`src/rtl/adsr_envelope.sv`:
```
// Per-note ADSR amplitude envelope: gate-driven state machine stepped on sample_tick, scaling each tone sample by the level.
// Optional exponential release is selected with `define ADSR_EXP_RELEASE_EN.
`timescale 1ns/1ps
module adsr_envelope #(
  parameter int DATA_WIDTH = 32,
  parameter int ENV_WIDTH  = 16
) (
  input  logic                  CLOCK_50,
  input  logic                  reset,
  input  logic                  gate,
  input  logic                  sample_tick,
  input  logic [ENV_WIDTH-1:0]  attack_step,
  input  logic [ENV_WIDTH-1:0]  decay_step,
  input  logic [ENV_WIDTH-1:0]  sustain_level,
  input  logic [ENV_WIDTH-1:0]  release_step,
  input  logic [DATA_WIDTH-1:0] audio_in,
  output logic [DATA_WIDTH-1:0] audio_out,
  output logic                  out_valid,
  output logic [ENV_WIDTH-1:0]  env_level,
  output logic [2:0]            env_state
);

  typedef enum logic [2:0] {
    S_IDLE    = 3'd0,
    S_ATTACK  = 3'd1,
    S_DECAY   = 3'd2,
    S_SUSTAIN = 3'd3,
    S_RELEASE = 3'd4
  } state_t;

  localparam logic [ENV_WIDTH-1:0] LVL_FULL = {ENV_WIDTH{1'b1}};

  function automatic logic signed [DATA_WIDTH-1:0] f_scale(
    input logic signed [DATA_WIDTH-1:0] smp,
    input logic        [ENV_WIDTH-1:0]  lvl
  );
    logic signed [DATA_WIDTH+ENV_WIDTH:0] a;
    logic signed [DATA_WIDTH+ENV_WIDTH:0] b;
    logic signed [DATA_WIDTH+ENV_WIDTH:0] p;
    a = $signed({{(ENV_WIDTH+1){smp[DATA_WIDTH-1]}}, smp});
    b = $signed({{DATA_WIDTH{1'b0}}, 1'b0, lvl});
    p = a * b;
    return p[DATA_WIDTH+ENV_WIDTH-1:ENV_WIDTH];
  endfunction

  logic                  r_gate_meta;
  logic                  r_gate_sync;
  logic                  r_gate_prev;
  state_t                r_state;
  state_t                w_state_nxt;
  logic [ENV_WIDTH-1:0]  r_level;
  logic [ENV_WIDTH-1:0]  w_level_nxt;
  logic signed [DATA_WIDTH-1:0] r_audio_p1;
  logic                  r_vld_p1;

  logic                  w_rise;
  logic                  w_fall;
  logic [ENV_WIDTH:0]    w_att_sum;
  logic signed [ENV_WIDTH:0] w_dec_diff;
  logic                  w_dec_done;
  logic [ENV_WIDTH-1:0]  w_rel_amt;
  logic                  w_rel_done;

  // Gate synchronizer and edge-detect register
  always_ff @(posedge CLOCK_50 or posedge reset) begin
    if (reset) begin
      r_gate_meta <= 1'b0;
      r_gate_sync <= 1'b0;
      r_gate_prev <= 1'b0;
    end else begin
      r_gate_meta <= gate;
      r_gate_sync <= r_gate_meta;
      r_gate_prev <= r_gate_sync;
    end
  end

  assign w_rise = r_gate_sync & ~r_gate_prev;
  assign w_fall = ~r_gate_sync & r_gate_prev;

  assign w_att_sum  = {1'b0, r_level} + {1'b0, attack_step};
  assign w_dec_diff = $signed({1'b0, r_level}) - $signed({1'b0, decay_step});
  assign w_dec_done = (decay_step == '0) || (w_dec_diff <= $signed({1'b0, sustain_level}));

`ifdef ADSR_EXP_RELEASE_EN
  // Proportional decrement; the +1 keeps it from stalling at small levels.
  assign w_rel_amt  = {4'b0000, r_level[ENV_WIDTH-1:4]} + ENV_WIDTH'(1);
  assign w_rel_done = (r_level <= w_rel_amt);
`else
  assign w_rel_amt  = release_step;
  assign w_rel_done = (release_step == '0) || (r_level <= release_step);
`endif

  always_comb begin
    w_state_nxt = r_state;
    w_level_nxt = r_level;
    if (w_rise) begin
      w_state_nxt = S_ATTACK;
    end else if (w_fall && (r_state == S_ATTACK || r_state == S_DECAY || r_state == S_SUSTAIN)) begin
      w_state_nxt = S_RELEASE;
    end else if (sample_tick) begin
      case (r_state)
        S_ATTACK: begin
          if ((attack_step == '0) || (w_att_sum >= {1'b0, LVL_FULL})) begin
            w_level_nxt = LVL_FULL;
            w_state_nxt = S_DECAY;
          end else begin
            w_level_nxt = w_att_sum[ENV_WIDTH-1:0];
          end
        end
        S_DECAY: begin
          if (w_dec_done) begin
            w_level_nxt = sustain_level;
            w_state_nxt = S_SUSTAIN;
          end else begin
            w_level_nxt = w_dec_diff[ENV_WIDTH-1:0];
          end
        end
        S_SUSTAIN: w_level_nxt = sustain_level;
        S_RELEASE: begin
          if (w_rel_done) begin
            w_level_nxt = '0;
            w_state_nxt = S_IDLE;
          end else begin
            w_level_nxt = r_level - w_rel_amt;
          end
        end
        default: begin
          w_level_nxt = '0;
          w_state_nxt = S_IDLE;
        end
      endcase
    end
  end

  always_ff @(posedge CLOCK_50 or posedge reset) begin
    if (reset) begin
      r_state <= S_IDLE;
      r_level <= '0;
    end else begin
      r_state <= w_state_nxt;
      r_level <= w_level_nxt;
    end
  end

  // Output stage: scale with the level held before this tick's update
  always_ff @(posedge CLOCK_50 or posedge reset) begin
    if (reset) begin
      r_audio_p1 <= '0;
      r_vld_p1   <= 1'b0;
    end else begin
      r_vld_p1 <= sample_tick;
      if (sample_tick) begin
        r_audio_p1 <= f_scale($signed(audio_in), r_level);
      end
    end
  end

  assign audio_out = r_audio_p1;
  assign out_valid = r_vld_p1;
  assign env_level = r_level;
  assign env_state = r_state;

endmodule

```
`config.mk`:
```
export PLATFORM = sky130hd
export DESIGN_NAME = adsr_envelope
export DESIGN_NICKNAME = d
export VERILOG_FILES = /design/src/rtl/adsr_envelope.sv
export SDC_FILE = /design/constraint.sdc
export NUM_CORES = 2
export LEC_CHECK = 0
export CAP_MARGIN = 0
export CORE_AREA = 4 4 195 197
export CTS_CLUSTER_SIZE = 10
export DETAILED_ROUTE_END_ITERATION = 16
export DIE_AREA = 0 0 199 201
export GPL_ROUTABILITY_DRIVEN = 0
export PLACE_DENSITY = 0.84
export SLEW_MARGIN = 20
export SYNTH_ARGS = -nofsm -noshare
export SYNTH_HDL_FRONTEND = slang
export SYNTH_SLANG_ARGS = --single-unit
export TNS_END_PERCENT = 100
```
`constraint.sdc`:
```
create_clock -name CLOCK_50 -period 20.1 [get_ports CLOCK_50]
set_input_delay 2.01 -clock CLOCK_50 [delete_from_list [all_inputs] [get_ports CLOCK_50]]
set_output_delay 2.01 -clock CLOCK_50 [all_outputs]
set_load 0.005 [all_outputs]
```
==> metrics.csv <==
metric,value,unit
ios,152,
required,20.31,ns
dr.pass1.iters,7,
dp_hpwl,51400,um
slew_viol_final,0,
ys.warnings.count,0,
layout_common_cells,"inv_1, fa_1, nand2_1",
setup_tns,0,ns
cts.sinks,55,
h-tree-depth,2,
postCtsHoldBufs,0,
syn_avg_cell_area,8.90,sq um
path_class,in2reg,
synthArstFlopShare,1.00,
num_rows,70,
worst-path-buf-inv,4,
synth_flop_cell,dfrtp_1,
critPathMostFrequentCell,fa_1,
track_usage,0.331,
syn-num-nets,3307,
root_buffer,clkbuf_16,
critPathMaxStageDelay,0.88,ns
grt-ovfl-total,0,
min_delay_path_depth,0,
synth_cell_types,79,
drtAntennaViolNets,0,
clk_latency,0.32,ns
min_from,r_gate_meta$_DFF_PP0_,
hold_ws,0.350,ns
io_buffers,151,
finalSetupViolCount,0,
synth_edf_count,0,
fp.dieW,199,um
drt-wirelength-per-cell,20.6,um
via_count,18700,
synth_seq_cells,55,
synthesis.area,22600,sq um
viasPerCell,6.07,
fin_crit_sh,0.457,
fmax,109,MHz
syn_to_final_growth,8.66,%
clk_pin_slew,0.08,ns
drive_gt1_frac,0.0309,
fp.dieH,201,um
layout_commonest_cell,inv_1,
antenna_found_initial,3,
r2r_slack,12.37,ns
outcome,completed,
slew_headroom,0.229,
diodes,0,
stdcell_count,3088,
grt_pass1_wl,105000,um
synth_top_family_by_area,adder cells,
post_cts_resized,0,
initial_core_util,0.625,
regToRegStartpoint,env_level[3]$_DFFE_PP0P_,
drc,0,
dp_cells,3080,
place_ws,10.67,ns
synth-xor-area-share,0.0309,
tightest_slew,1.16,ns
synth_fa_ha_area_frac,0.526,
hold_class,reg2reg,
cp-end-kind,register,
synth-simple-area-share,0.157,
timing.rr.end,audio_out[30]$_DFFE_PP0P_,
reg2reg_depth,20,
multi_input_area,18600,sq um
min_period,9.18,ns
cts_tree,built,
drt-initial-drc-count,1472,
path_cells,clkdlybuf4s50_1 > nand2_1 > fa_1 > fa_1 > inv_1 > fa_1 > fa_1 > fa_1 > inv_1 > fa_1 > inv_1 > ha_1 > a21o_1 > a31oi_1 > o21ai_0 > or4_4 > a31oi_4 > o21bai_2 > xor2_1 > mux2_4,
path_delay_family,adder cells,
grt_max_degree,56,
grt_setup_unrepaired,no,
synth_compound_area_frac,0.0905,
fin_nets,3380,
fin_ws,10.92,ns
critPathLaunchType,primary input,
wl,63600,um
skew,0.0103,ns
cp.arrival,9.38,ns
synth_mux_area_frac,0.0173,
whs_endpoint,r_gate_sync$_DFF_PP0_,
finalHoldViolCount,0,
ff_latch_area,1380,sq um
cap_viol_max_count,0,
fill_cells,2791,
crit_fanout,16,
grt_pass1_vias,21200,
syn_inst,2546,
cts_setup_buffers,0,
clk_path_buf_depth,2,
cts_buffers,5,
yosysSeqAreaShare,0.0608,
slowest_stage,clkdlybuf4s50_1,
dieArea,40000,sq um
core,36300,sq um
## flip-flops by register name, indices dropped and copies added, names as in the netlist
name         count
audio_out       32
env_level       16
env_state        3
out_valid        1
r_gate_meta      1
r_gate_prev      1
r_gate_sync      1
## layout make-up
class | count | share of cell area
repair buffers | 167 | 0.0661
clock buffers | 6 | 0.00524
clock inverters | 2 | 0.000661
flip-flops and latches | 55 | 0.0561
multi-input cells | 1790 | 0.757
well taps | 468 | 0.0238
inverters | 600 | 0.0915
## cells in the mapped netlist, types with 8 or more instances
cell	number	area, sq um
nand3_1	21	105
a21o_1	31	233
nand2b_1	8	50.1
nand4_1	16	100
o21ai_1	8	40.0
nor4_1	15	93.8
clkbuf_1	97	364
o21ai_0	33	165
fa_1	485	9710
xor2_1	25	219
ha_1	176	2200
a21oi_1	74	370
dfrtp_1	55	1380
and3_1	12	75.1
a31oi_1	15	93.8
nor2_1	43	161
nand2_1	335	1260
o21bai_1	19	143
o21a_1	11	82.6
mux2_2	26	293
a22oi_1	9	67.6
inv_1	600	2250
o31ai_1	9	67.6
nor3_1	17	85.1
and2_1	232	1450
xnor2_1	55	482
a211o_1	8	70.1
## routing by layer
layer | global-route usage | wire (um)
met1 | 0.380 | 21100
met2 | 0.569 | 31700
met3 | 0.0552 | 5630
met4 | 0.215 | 5040
met5 | 0 | 30
## how the worst max path moves through the flow
stage,from,endpoint,slack (ns),cells after the start
after floorplan,audio_in[31],audio_out[30]$_DFFE_PP0P_,12.14,21
after global placement,audio_in[31],audio_out[30]$_DFFE_PP0P_,10.78,21
after detailed placement,audio_in[31],audio_out[30]$_DFFE_PP0P_,10.67,20
after CTS,audio_in[31],audio_out[30]$_DFFE_PP0P_,10.97,20
after global routing,audio_in[31],audio_out[30]$_DFFE_PP0P_,10.63,21
final,audio_in[31],audio_out[30]$_DFFE_PP0P_,10.92,20
## kinds of logic after synthesis
family	Yosys count
flip-flops	55
buffers and inverters	701
adder cells (fa/ha/maj)	661
AO/OA/AOI/OAI	292
AND/OR/NAND/NOR	722
multiplexers	35
XOR/XNOR	80
## worst register-to-register path, cell delays in order (launching register included)
cell,delay (ns)
dfrtp_1,0.79
buf_4,0.46
nand2_1,0.20
fa_1,0.65
fa_1,0.73
inv_1,0.20
fa_1,0.49
fa_1,0.54
fa_1,0.53
inv_1,0.06
fa_1,0.48
inv_1,0.04
ha_1,0.39
a21o_1,0.20
a31oi_1,0.19
o21ai_0,0.30
or4_4,0.63
a31oi_4,0.25
o21bai_2,0.09
xor2_1,0.15
mux2_4,0.26
## through the flow
step / util / area [sq um]
after detailed placement: 0.675 / 24500
after floorplan: - / 22600
after CTS: 0.679 / 24600
final: 0.679 / 24600
after global placement: 0.675 / 24500
after global routing: 0.679 / 24600
Power is not shown: default switching activity piles up to over one toggle a cycle in this logic, so the estimate is an artifact.
